### config.mk
export PLATFORM = sky130hd
export DESIGN_NAME = hcsr04_emulador
export DESIGN_NICKNAME = d
export VERILOG_FILES = /design/src/rtl/hcsr04_emulador.sv
export SDC_FILE = /design/constraint.sdc
export NUM_CORES = 1
export LEC_CHECK = 0
export ABC_AREA = 1
export CAP_MARGIN = 25
export CORE_ASPECT_RATIO = 1.1
export CORE_UTILIZATION = 62
export CTS_BUF_LIST = sky130_fd_sc_hd__clkbuf_16
export CTS_CLUSTER_SIZE = 24
export DETAILED_ROUTE_END_ITERATION = 6
export GPL_TIMING_DRIVEN = 0
export PLACE_DENSITY = 0.8
export RECOVER_POWER = 100
export SLEW_MARGIN = 20
export SYNTH_ARGS = -nofsm -noshare
export SYNTH_HDL_FRONTEND = slang
export SYNTH_SLANG_ARGS = --single-unit
### constraint.sdc
create_clock -name clock -period 7.3 [get_ports clock]
set_input_delay 2.19 -clock clock [delete_from_list [all_inputs] [get_ports clock]]
set_output_delay 2.19 -clock clock [all_outputs]
set_load 0.01 [all_outputs]
### src/rtl/hcsr04_emulador.sv
// HC-SR04 ultrasonic sensor emulator: answers a trigger pulse with an echo
// pulse whose width encodes a programmable distance in centimetres.
module hcsr04_emulador #(
    parameter int CICLOS_US   = 50,
    parameter int TRIG_MIN_US = 10,
    parameter int ATRASO_US   = 200,
    parameter int US_POR_CM   = 58,
    parameter int DIST_MAX_CM = 400,
    parameter int TIMEOUT_US  = 38000,
    parameter int RECUPERA_US = 60000
) (
    input  logic       clock,
    input  logic       reset,
    input  logic       habilitar,
    input  logic       trigger,
    input  logic [8:0] distancia,
    output logic       echo,
    output logic       pronto,
    output logic       erro_trigger,
    output logic [3:0] db_estado
);

    typedef enum logic [3:0] {
        INICIAL   = 4'd0,
        ESPERA    = 4'd1,
        MEDE_TRIG = 4'd2,
        ATRASO    = 4'd3,
        ECHO      = 4'd4,
        RECUPERA  = 4'd5
    } estado_t;

    localparam int             PW        = (CICLOS_US > 1) ? $clog2(CICLOS_US) : 1;
    localparam logic [PW-1:0]  PRESC_MAX = PW'(CICLOS_US - 1);
    localparam logic [15:0]    TRIG_MIN  = 16'(TRIG_MIN_US);
    localparam logic [15:0]    ATRASO_N  = 16'(ATRASO_US);
    localparam logic [15:0]    US_CM     = 16'(US_POR_CM);
    localparam logic [8:0]     DIST_MAX  = 9'(DIST_MAX_CM);
    localparam logic [15:0]    TIMEOUT_N = 16'(TIMEOUT_US);
    localparam logic [15:0]    RECUP_N   = 16'(RECUPERA_US);

    estado_t       estado;
    estado_t       estado_prox;
    logic          trig_m;
    logic          trig_s;
    logic [PW-1:0] presc;
    logic [15:0]   cnt;
    logic [15:0]   cnt_prox;
    logic [8:0]    dist_r;
    logic [15:0]   largura;
    logic          tick_us;
    logic          sobe;
    logic          desce;
    logic          erro_prox;

    // Edges of trig_s are read from its input stage so the FSM changes state
    // on the very clock edge where trig_s itself changes.
    assign sobe  = trig_m & ~trig_s;
    assign desce = trig_s & ~trig_m;

    assign tick_us  = (presc == PRESC_MAX);
    // Count including the microsecond that completes on this edge; saturates.
    assign cnt_prox = (tick_us && cnt != 16'hFFFF) ? cnt + 16'd1 : cnt;

    assign largura = (dist_r == 9'd0 || dist_r > DIST_MAX)
                   ? TIMEOUT_N
                   : {7'd0, dist_r} * US_CM;

    assign db_estado = estado;

    // NOTE: every variable assigned here gets a default first, so no path
    // leaves it unassigned and no latch is inferred.
    always_comb begin
        estado_prox = estado;
        erro_prox   = 1'b0;
        if (!habilitar) begin
            estado_prox = ESPERA;
        end else begin
            case (estado)
                INICIAL:   estado_prox = ESPERA;
                ESPERA:    if (sobe) estado_prox = MEDE_TRIG;
                MEDE_TRIG: begin
                    if (desce) begin
                        if (cnt_prox >= TRIG_MIN) begin
                            estado_prox = ATRASO;
                        end else begin
                            estado_prox = ESPERA;
                            erro_prox   = 1'b1;
                        end
                    end
                end
                ATRASO:    if (cnt_prox >= ATRASO_N) estado_prox = ECHO;
                ECHO:      if (cnt_prox >= largura) estado_prox = RECUPERA;
                RECUPERA:  if (cnt_prox >= RECUP_N) estado_prox = sobe ? MEDE_TRIG : ESPERA;
                default:   estado_prox = INICIAL;
            endcase
        end
    end

    // NOTE: sequential state uses non-blocking assignments so every register
    // samples the values from before this edge, regardless of statement order.
    always_ff @(posedge clock) begin
        if (reset) begin
            estado       <= INICIAL;
            trig_m       <= 1'b0;
            trig_s       <= 1'b0;
            presc        <= '0;
            cnt          <= '0;
            dist_r       <= '0;
            echo         <= 1'b0;
            pronto       <= 1'b0;
            erro_trigger <= 1'b0;
        end else begin
            trig_m <= trigger;
            trig_s <= trig_m;
            estado <= estado_prox;
            if (estado_prox != estado) begin
                presc <= '0;
                cnt   <= '0;
            end else begin
                presc <= tick_us ? '0 : presc + PW'(1);
                cnt   <= cnt_prox;
            end
            if (estado == MEDE_TRIG && estado_prox == ATRASO) begin
                dist_r <= distancia;
            end
            echo         <= (estado_prox == ECHO);
            pronto       <= (estado == ECHO) && (estado_prox == RECUPERA);
            erro_trigger <= erro_prox;
        end
    end

endmodule
==> results of run 1 <==
worst max-delay path, delay by kind of cell, from the launching register on:
| family | cells | cell delay (ns) |
|---|---|---|
| buf+inv | 4 | 0.84 |
| simple gates | 24 | 2.28 |
| flops | 1 | 0.41 |
| fa+ha+maj | 5 | 1.96 |
| compound gates | 4 | 0.65 |
routing by layer:
layer,global-route usage,vias up,wire length [um]
li1,-,1819,-
met3,0.0344,14,250
met1,0.289,1565,3400
met5,0,-,0
met2,0.515,69,4320
met4,0.0909,0,161
kinds of logic (layout without fill, tap and decap cells):
group | Yosys count | count (layout) | share of synthesized area
fa+ha+maj | 66 | 66 | 0.236
other cells | 1 | 1 | 0.000959
xor+xnor | 12 | 12 | 0.0269
simple gates | 311 | 311 | 0.373
compound gates | 33 | 33 | 0.0467
buf+inv | 106 | 132 | 0.112
flops | 40 | 40 | 0.205
stage by stage:
stage                     setup WS [ns]  utilization  hold slack (ns)
after floorplan                    2.23            -            0.428
after global placement             1.60        0.708            0.444
after detailed placement           1.47        0.708            0.452
after CTS                          1.44        0.737            0.468
after global routing              0.553        0.729            0.497
final                              1.02        0.729            0.469
how the worst max path moves through the flow:
| stage | from | endpoint | depth (start not counted) |
|---|---|---|---|
| floorplan | dist_r[1] | cnt[12] | 37 |
| global placement | dist_r[1] | dist_r[8] | 37 |
| detailed placement | dist_r[1] | dist_r[8] | 37 |
| CTS | dist_r[1] | dist_r[8] | 37 |
| global route | dist_r[1] | cnt[9] | 37 |
| finish | dist_r[1] | cnt[9] | 37 |
state kept, by name (all words and copies together), names as in the netlist:
signal,flops
cnt,16
dist_r,9
presc,6
db_estado,4
echo,1
erro_trigger,1
pronto,1
trig_m,1
trig_s,1
synth_stat cells, drive strengths merged:
library cell  instances
clkinv                2
or2                   4
a21boi                1
nand3b                2
a211oi                1
and2                  1
o21ai                 9
fa                   13
xnor2                 3
a21oi                16
xor2                  9
buf                   5
a31oi                 2
clkbuf                1
a21o                  3
nor3                  4
conb                  1
dfxtp                40
nand2               149
nor4                  3
ha                   53
inv                  98
nor2                 97
nand3                35
o211ai                1
nand4                16
cell usage in the layout, fill, tap and decap left out, types with 2 or more instances in the layout:
cell,instances
sky130_fd_sc_hd__a21o_1,3
sky130_fd_sc_hd__a21oi_1,16
sky130_fd_sc_hd__a31oi_1,2
sky130_fd_sc_hd__clkbuf_1,3
sky130_fd_sc_hd__clkbuf_16,5
sky130_fd_sc_hd__clkdlybuf4s50_1,10
sky130_fd_sc_hd__clkinv_1,2
sky130_fd_sc_hd__dfxtp_1,40
sky130_fd_sc_hd__dlygate4sd3_1,8
sky130_fd_sc_hd__fa_1,13
sky130_fd_sc_hd__ha_1,53
sky130_fd_sc_hd__inv_1,91
sky130_fd_sc_hd__inv_2,7
sky130_fd_sc_hd__nand2_1,131
sky130_fd_sc_hd__nand2_2,12
sky130_fd_sc_hd__nand2_4,6
sky130_fd_sc_hd__nand3_1,34
sky130_fd_sc_hd__nand4_1,16
sky130_fd_sc_hd__nor2_1,80
sky130_fd_sc_hd__nor2_2,15
sky130_fd_sc_hd__nor2_4,2
sky130_fd_sc_hd__nor3_1,4
sky130_fd_sc_hd__nor4_1,3
sky130_fd_sc_hd__o21ai_0,6
sky130_fd_sc_hd__o21ai_1,3
sky130_fd_sc_hd__or2_2,4
sky130_fd_sc_hd__xnor2_1,3
sky130_fd_sc_hd__xor2_1,9
power breakdown:
part | switching [mW] | leakage (nW) | internal, mW | total (mW)
Combinational | 0.0110 | 1.97 | 0.00897 | 0.0200
Clock | 0.0965 | 0.0804 | 0.163 | 0.259
Sequential | 0.00155 | 0.323 | 0.220 | 0.221
area by class of cell:
type / count / area [sq um] / area share
Buffer: 6 / 46.3 / 0.0107
Clock buffer: 5 / 125 / 0.0290
Clock inverter: 3 / 46.3 / 0.0107
Inverter: 100 / 375 / 0.0870
Multi-Input combinational cell: 423 / 2640 / 0.613
Sequential cell: 40 / 801 / 0.186
Tap cell: 77 / 96.3 / 0.0223
Timing Repair Buffer: 18 / 180 / 0.0418
==> metrics.md, run 1 <==
| Metric | Value |
|---|---|
| Run status | finished, final reports clean |
| TritonCTS clock tree | built |
| Number of warnings issued by yosys | 0 |
| #FFs+latches synth | 40 |
| Kind of start point of the critical path | flip-flop |
| Slowest cell on the critical path | sky130_fd_sc_hd__clkbuf_1 |
| Number of resized instances in the post-cts repair step | 0 |
| Area Growth Syn to Fin | 10.3% |
| Number of diodes | 0 |
| Total overflow reported by the global router | 0 |
| Count of endpoints failing hold in the final timing report | 0 |
| Post-detailed-route via-to-cell ratio | roughly 5.2 |
| Critical path's largest stage delay | approximately 0.59 ns |
| Total I/O pin count | 20 |
| Least-Margin Pin Slew | just over 0.7 ns |
| Final-report max-slew violation count | 0 |
| Worst supply voltage drop on vdd | 0.101 mV |
| Reg-to-reg endpoint | cnt[9] |
| Non-filler cells in the finished layout | roughly 670 |
| Start-to-end type of the worst setup path | reg -> reg |
| Min-Delay Path Class | reg -> reg |
| Final Total Pwr | between 500 and 600 uW |
| Crit end category | flip-flop |
| Share of cells above drive strength 1 | 0.0975 |
| Area contributors post-synth | sky130_fd_sc_hd__dfxtp_1 (20%), sky130_fd_sc_hd__ha_1 (17%), sky130_fd_sc_hd__nand2_1 (13%) |
| Setup TNS Final | 0 ns |
| Maximum achievable frequency | 159 MHz |
| Mean routed wirelength per cell | 12.1 um |
| First-pass GRT wire length | 14100 um |
| Slack of the worst reg-to-reg path | 1.02 ns |
| CP arrival | approximately 6.4 ns |
| Cell area after layout | between 4000 and 5000 sq um |
| Worst max-slew margin expressed relative to the limit | 0.529 |
| Clock transition at the registers of the reported paths | 0.07 ns |
| TritonCTS buffer count | 5 |
| Launch instance of the worst register-to-register path | dist_r[1] |
| Vias | 3467 |
| Cts hold-fix bufs | 0 |
| Largest net degree at the start of global routing | 15 |
| Number of placement rows | 29 |
| Overall global routing resource usage | 0.264 |
| Placement-stage cell area | about 4200 sq um |
| Vertical die dimension | 85.3 um |
| Clock latency reported for the late side of the worst-skew pair | around 0.29 ns |
| Filler Cell Count | 482 |
| Total standard cell area after synthesis | 3910 sq um |
| Clock skew after layout | 0.00750 ns |
| Net count of the mapped netlist | 648 |
| Die footprint | approximately 6600 sq um |
| Placed wire-length estimate after detailed placement | 6650 um |
| Worst R2R Path Depth | 37 |
| Library cell used as clock root buffer | sky130_fd_sc_hd__clkbuf_16 |
| Hold depth | 2 |
| Instance count after placement with tap cells included | approximately 660 |
| Deepest clock path buffer count | 2 |
| Final nets | 673 |
| Cell taking the most area after synthesis | sky130_fd_sc_hd__dfxtp_1 |
| Post-synthesis sequential area ratio | 0.205 |
| Worst EP required | between 7 and 8 ns |
| Detailed router's first-iteration violation count | between 150 and 200 |
| Antenna violations before repair | 0 |
| Number of standard cells after synthesis | 569 |
| Area of the core | approximately 5900 sq um |
| Reported max-cap violation count | 0 |
| Setup repair after global routing missed its margin | false |
| Die outline width | 77.7 um |
| Global placement routability congestion | 0.863 |
| Number of search-and-repair iterations in the first detailed-routing pass | 4 |
| Sum of routed wire length over all layers | 8130 um |
| Average footprint of a synthesized cell | 6.87 sq um |
| PortBufs | 18 |
| Portion of synthesized cell area occupied by the leading cell type | 0.205 |
| Count of final setup violators | 0 |
| Number of global-route vias before repair | 3396 |
| Number of unique standard cell types used by synthesis | 38 |
| Reported leakage power | between 2 and 2.5 nW |
| Max FO, Critical Path | 10 |
| Hold wc startpoint | trig_m |
| Cell with the most instances on the worst path | sky130_fd_sc_hd__nand2_1 |
| Worst Hold End | trig_s |
| H-tree levels | 2 |
| Initial cell density of the core | 0.661 |
| Residual DRC | 0 |
| Final critical-path required period | 6.28 ns |
| Antenna-violating nets left | 0 |
| Final worst path period share | 0.861 |
| Number of buffers inserted by post-CTS setup repair | 0 |
| Power density relative to cell area | 116 nW/um^2 |
| Number of sinks driven by the clock tree | 40 |
Power figures use the tool's default switching activity.
==> run 2: changes to the inputs <==
--- a/config.mk
+++ b/config.mk
@@ -12,10 +12,10 @@
 export CTS_BUF_LIST = sky130_fd_sc_hd__clkbuf_16
 export CTS_CLUSTER_SIZE = 24
 export DETAILED_ROUTE_END_ITERATION = 6
+export GPL_ROUTABILITY_DRIVEN = 0
 export GPL_TIMING_DRIVEN = 0
 export PLACE_DENSITY = 0.8
 export RECOVER_POWER = 100
-export SLEW_MARGIN = 20
 export SYNTH_ARGS = -nofsm -noshare
 export SYNTH_HDL_FRONTEND = slang
 export SYNTH_SLANG_ARGS = --single-unit
==> constraint.sdc (replaced) <==
create_clock -name clock -period 6.7 [get_ports clock]
set_input_delay 2.01 -clock clock [delete_from_list [all_inputs] [get_ports clock]]
set_output_delay 2.01 -clock clock [all_outputs]
set_load 0.01 [all_outputs]
==> run 2 against run 1 <==
Core utilization rose by 0.11 points. Routed wire length rose by 0.59%. Sequential share of layout area barely moved. Largest cell class unchanged. Die area did not move. Largest power group unchanged. Critical path type unchanged. Power rose by 9.2%. Critical endpoint is now cnt[11]. Final cell count did not move.
==> metrics.md, run 2 (same netlist as run 1, synthesis figures left out) <==
| Metric | Value |
|---|---|
| Setup TNS Final | 0 ns |
| Initial cell density of the core | 0.661 |
| Run status | finished, final reports clean |
| Overall global routing resource usage | 0.264 |
| Die footprint | between 6000 and 7000 sq um |
| Top Registers | cnt (16), dist_r (9), presc (6) |
| Setup repair after global routing missed its margin | false |
| Largest reg by FF count | cnt |
| Reported max-cap violation count | 0 |
| Vertical die dimension | ~85 um |
| Start-to-end type of the worst setup path | reg -> reg |
| Worst supply voltage drop on vdd | 0.110 mV |
| Least-Margin Pin Slew | 0.624 ns |
| TritonCTS clock tree | built |
| Die outline width | a little under 80 um |
| Number of resized instances in the post-cts repair step | 0 |
| Count of endpoints failing hold in the final timing report | 0 |
| Cell with the most instances on the worst path | sky130_fd_sc_hd__nand2_1 |
| Number of buffers inserted by post-CTS setup repair | 0 |
| TritonCTS buffer count | 5 |
| Residual DRC | 0 |
| Slowest cell on the critical path | sky130_fd_sc_hd__fa_1 |
| Area of the core | a little under 6000 sq um |
| Bufs and invs on worst path | 4 |
| Maximum achievable frequency | 165 MHz |
| Clock transition at the registers of the reported paths | 0.07 ns |
| Total overflow reported by the global router | 0 |
| PortBufs | 18 |
| Mean routed wirelength per cell | 12.2 um |
| Final critical-path required period | between 6 and 7 ns |
| Most used cells in the layout excluding fill and tap cells | sky130_fd_sc_hd__nand2_1 (131), sky130_fd_sc_hd__inv_1 (91), sky130_fd_sc_hd__nor2_1 (86), sky130_fd_sc_hd__ha_1 (53), sky130_fd_sc_hd__dfxtp_1 (40) |
| Power density relative to cell area | 126 nW/um^2 |
| Final Total Pwr | around 550 uW |
| Clock skew after layout | 0.00820 ns |
| Max FO, Critical Path | 10 |
| Antenna-violating nets left | 0 |
| Kind of cell adding the most delay to the critical path | simple AND/OR/NAND/NOR gates |
| Final-report max-slew violation count | 0 |
| Vias | 3478 |
| Largest register FFs | 16 |
| Number of placement rows | 29 |
| Most frequent standard cell in the layout excluding fill and tap cells | sky130_fd_sc_hd__nand2_1 |
| Count of final setup violators | 0 |
| Number of global-route vias before repair | 3396 |
| Critical path's largest stage delay | 0.54 ns |
| Final worst path period share | 0.904 |
| Total I/O pin count | 20 |
| Share of cells above drive strength 1 | 0.0924 |
| Deepest clock path buffer count | 2 |
| Min-Delay Path Class | reg -> reg |
| Number of diodes | 0 |
| Crit end category | flip-flop |
| Reported leakage power | 2.39 nW |
| Clock latency reported for the late side of the worst-skew pair | 0.29 ns |
| Worst EP required | 6.93 ns |
| Area Growth Syn to Fin | 10.5% |
| Post-detailed-route via-to-cell ratio | 5.18 |
| Placed wire-length estimate after detailed placement | roughly 6600 um |
| H-tree levels | 2 |
| Final nets | 673 |
| Detailed router's first-iteration violation count | 169 |
| CP arrival | ~6.3 ns |
| Number of search-and-repair iterations in the first detailed-routing pass | 5 |
| Kind of start point of the critical path | flip-flop |
| Library cell used as clock root buffer | sky130_fd_sc_hd__clkbuf_16 |
| Largest net degree at the start of global routing | 15 |
| Slack of the worst reg-to-reg path | 0.65 ns |
| Number of sinks driven by the clock tree | 40 |
| Sum of routed wire length over all layers | 8180 um |
| Worst max-slew margin expressed relative to the limit | 0.580 |
| Cts hold-fix bufs | 0 |
| Antenna violations before repair | 0 |
| First-pass GRT wire length | roughly 14000 um |
## run 2: final timing paths
kind | depth (start not counted) | endpoint | from
hold / removal | 2 | trig_s | trig_m
setup / recovery | 37 | cnt[11] | dist_r[1]
setup reg to reg | 37 | cnt[11] | dist_r[1]
hold reg to reg | 2 | trig_s | trig_m
## run 2: worst reg2reg max path, delay by kind of cell, from the launching register on
kind	cells	cell delay, ns
AO/OA/AOI/OAI	4	0.65
AND/OR/NAND/NOR	24	2.47
adder cells (fa/ha/maj)	5	1.96
flip-flops	1	0.41
buffers and inverters	4	0.52
## run 2: final cells by class
type | count | area (sq um)
inverter | 100 | 375
fill | 484 | 1590
multi-input combinational | 423 | 2640
clock buffer | 5 | 125
clock inverter | 3 | 46.3
sequential | 40 | 801
tap | 77 | 96.3
timing repair buffer | 18 | 180
buffer | 6 | 61.3
## run 2: per-stage QoR
step            util  area [sq um]  setup WS, ns  instances  hold WS, ns
2_1_floorplan      -          3910          1.63        569        0.428
3_3_place_gp   0.708          4190         0.996        664        0.444
3_5_place_dp   0.708          4190         0.867        664        0.452
4_1_cts        0.737          4360         0.839        672        0.468
5_1_grt        0.730          4320         0.183        672        0.497
6_report       0.730          4320         0.646        672        0.469
## run 2: metal layers
metal,vias up,part of all wire,global-route usage
li1,1822,-,-
met1,1578,0.42,0.289
met2,63,0.53,0.515
met3,15,0.031,0.0344
met4,0,0.019,0.0909
met5,-,0,0
## run 2: power breakdown
part	internal [mW]	total (mW)	switching, mW
registers	0.239	0.241	0.00171
logic	0.0102	0.0221	0.0119
clock network	0.177	0.283	0.106
==> run 3: changes to the inputs <==
--- a/config.mk
+++ b/config.mk
@@ -8,13 +8,13 @@
 export ABC_AREA = 1
 export CAP_MARGIN = 25
 export CORE_ASPECT_RATIO = 1.1
-export CORE_UTILIZATION = 62
+export CORE_UTILIZATION = 46
 export CTS_BUF_LIST = sky130_fd_sc_hd__clkbuf_16
 export CTS_CLUSTER_SIZE = 24
 export DETAILED_ROUTE_END_ITERATION = 6
 export GPL_ROUTABILITY_DRIVEN = 0
 export GPL_TIMING_DRIVEN = 0
-export PLACE_DENSITY = 0.8
+export PLACE_DENSITY = 0.62
 export RECOVER_POWER = 100
 export SYNTH_ARGS = -nofsm -noshare
 export SYNTH_HDL_FRONTEND = slang
==> run 3 against run 2 <==
Combinational power is essentially flat. Sequential power is essentially flat. Routed wire length shrank 2.4%. Worst setup slack gained 0.11 ns. First-iteration DRC count shrank 37%. Global-route usage shrank 6.8 points. Sequential share of layout area shrank 0.14 points.
==> metrics.md, run 3 (same netlist as run 1, synthesis figures left out) <==
| Metric | Value |
|---|---|
| Run status | finished, final reports clean |
| Clock latency reported for the late side of the worst-skew pair | between 0.2 and 0.3 ns |
| Worst Hold End | trig_s |
| Cell with the most instances on the worst path | sky130_fd_sc_hd__nand2_1 |
| Reg-to-reg endpoint | cnt[6] |
| Post-detailed-route via-to-cell ratio | between 4 and 5 |
| Reported leakage power | approximately 2.4 nW |
| Part of the power in registers | 0.443 |
| Proportion of power drawn by combinational gates | 0.040 |
| Min-Delay Path Class | reg -> reg |
| H-tree levels | 2 |
| Vertical die dimension | 98.7 um |
| Area of the core | just over 8000 sq um |
| Worst supply voltage drop on vdd | 0.119 mV |
| Setup repair after global routing missed its margin | false |
| Reported max-cap violation count | 0 |
| Total I/O pin count | 20 |
| Non-filler cells in the finished layout | 703 |
| Switching power | 118 uW |
| Cts hold-fix bufs | 0 |
| Library cell used as clock root buffer | sky130_fd_sc_hd__clkbuf_16 |
| Count of endpoints failing hold in the final timing report | 0 |
| Start-to-end type of the worst setup path | reg -> reg |
| Deepest clock path buffer count | 2 |
| Internal power consumption | 427 uW |
| Number of resized instances in the post-cts repair step | 0 |
| TritonCTS buffer count | 5 |
| Clock transition at the registers of the reported paths | 0.06 ns |
| Power share of the clock group | 0.517 |
| Kind of start point of the critical path | flip-flop |
| Slack of the worst reg-to-reg path | between 0.7 and 0.8 ns |
| Number of placement rows | 34 |
| Power density relative to cell area | between 100 and 150 nW/um^2 |
| Launch instance of the worst register-to-register path | dist_r[1] |
| Number of sinks driven by the clock tree | 40 |
| Worst max-slew margin expressed relative to the limit | 0.627 |
| Final worst path period share | 0.887 |
| Share of cells above drive strength 1 | 0.0891 |
| Crit end category | flip-flop |
| Die footprint | 8870 sq um |
| Vias | 3388 |
| Worst R2R Path Depth | 37 |
| Setup TNS Final | 0 ns |
| Clock skew after layout | 0.00466 ns |
| Mean routed wirelength per cell | 11.4 um |
| Fraction of power spent switching nets | 0.217 |
| Max FO, Critical Path | 10 |
| Most used cells in the layout excluding fill and tap cells | sky130_fd_sc_hd__nand2_1 (131), sky130_fd_sc_hd__inv_1 (91), sky130_fd_sc_hd__nor2_1 (88), sky130_fd_sc_hd__ha_1 (53), sky130_fd_sc_hd__dfxtp_1 (40) |
| Antenna-violating nets left | 0 |
| Largest reg by FF count | cnt |
| Number of buffers inserted by post-CTS setup repair | 0 |
| Sum of routed wire length over all layers | 7980 um |
| Overall global routing resource usage | 0.196 |
| Die outline width | 89.9 um |
| Number of diodes | 0 |
| CP arrival | slightly above 6 ns |
| Hold depth | 2 |
| Most frequent standard cell in the layout excluding fill and tap cells | sky130_fd_sc_hd__nand2_1 |
| Hold wc startpoint | trig_m |
| TritonCTS clock tree | built |
| Number of search-and-repair iterations in the first detailed-routing pass | 4 |
| Slowest cell on the critical path | sky130_fd_sc_hd__fa_1 |
| Largest net degree at the start of global routing | 15 |
| Count of final setup violators | 0 |
| Cell area after layout | about 4400 sq um |
| Critical path's largest stage delay | about 0.54 ns |
| Detailed router's first-iteration violation count | 106 |
| Initial cell density of the core | 0.484 |
| Area Growth Syn to Fin | 11.4% |
| Total overflow reported by the global router | 0 |
| Least-Margin Pin Slew | 0.554 ns |
| Number of global-route vias before repair | about 3.3k |
| Antenna violations before repair | 0 |
| Instance count after placement with tap cells included | 695 |
| Worst EP required | 6.92 ns |
| PortBufs | 18 |
| Final-report max-slew violation count | 0 |
| Final nets | 673 |
| Placed wire-length estimate after detailed placement | 6710 um |
| First-pass GRT wire length | 14300 um |
| Top Registers | cnt (16), dist_r (9), presc (6) |
| Final Total Pwr | 545 uW |
| Final critical-path required period | a little under 6 ns |
| Maximum achievable frequency | 168 MHz |
| Largest register FFs | 16 |
| Placement-stage cell area | approximately 4200 sq um |
| Residual DRC | 0 |
| Hold WS | 0.471 ns |
run 3: cell count changes in the layout (fill, tap and decap cells not counted):
cell	before	now
sky130_fd_sc_hd__nor2_2	9	7
sky130_fd_sc_hd__nor2_1	86	88
run 3: worst max-delay path, delay by kind of cell, from the launching register on:
kind | cells | cell delay, ns
simple gates | 24 | 2.77
flops | 1 | 0.42
fa+ha+maj | 5 | 1.94
buf+inv | 4 | 0.49
compound gates | 4 | 0.25
run 3: stage by stage:
step           worst slack [ns]   util
5_1_grt                   0.250  0.539
3_5_place_dp              0.902  0.523
6_report                  0.760  0.539
2_1_floorplan              1.63      -
4_1_cts                   0.873  0.544
3_3_place_gp              0.915  0.523
run 3: worst max path at each step:
| stage | startpoint | slack (ns) | endpoint | depth (start not counted) |
|---|---|---|---|---|
| 5_1_grt | dist_r[1] | 0.25 | cnt[13] | 37 |
| 3_3_place_gp | dist_r[1] | 0.92 | dist_r[8] | 37 |
| 3_5_place_dp | dist_r[1] | 0.90 | dist_r[8] | 36 |
| 4_1_cts | dist_r[1] | 0.87 | dist_r[8] | 36 |
| 2_1_floorplan | dist_r[1] | 1.63 | cnt[12] | 37 |
| 6_report | dist_r[1] | 0.76 | cnt[6] | 37 |
run 3: final cells by class:
class                   instances  area [sq um]
clock buffers                   5           125
repair buffers                 18           180
plain buffers                   6          61.3
fillers                       839          3730
well taps                     108           135
multi-input cells             423          2630
inverters                     100           375
clock inverters                 3          46.3
flip-flops and latches         40           801
run 3: per-layer routing:
| metal | vias to the layer above | wire (um) | GRT usage |
|---|---|---|---|
| met5 | - | 0 | 0 |
| met4 | 0 | 140 | 0.0633 |
| met3 | 12 | 165 | 0.0231 |
| met2 | 38 | 4130 | 0.376 |
| met1 | 1519 | 3550 | 0.225 |
| li1 | 1819 | - | - |
run 3: power by group through the flow:
stage | clock [mW] | sequential, mW | combinational (mW)
2_1_floorplan | 0 | 0.247 | 0.0122
3_3_place_gp | 0 | 0.247 | 0.0235
3_5_place_dp | 0 | 0.247 | 0.0239
4_1_cts | 0.292 | 0.241 | 0.0240
5_1_grt | 0.296 | 0.241 | 0.0242
6_report | 0.282 | 0.241 | 0.0219
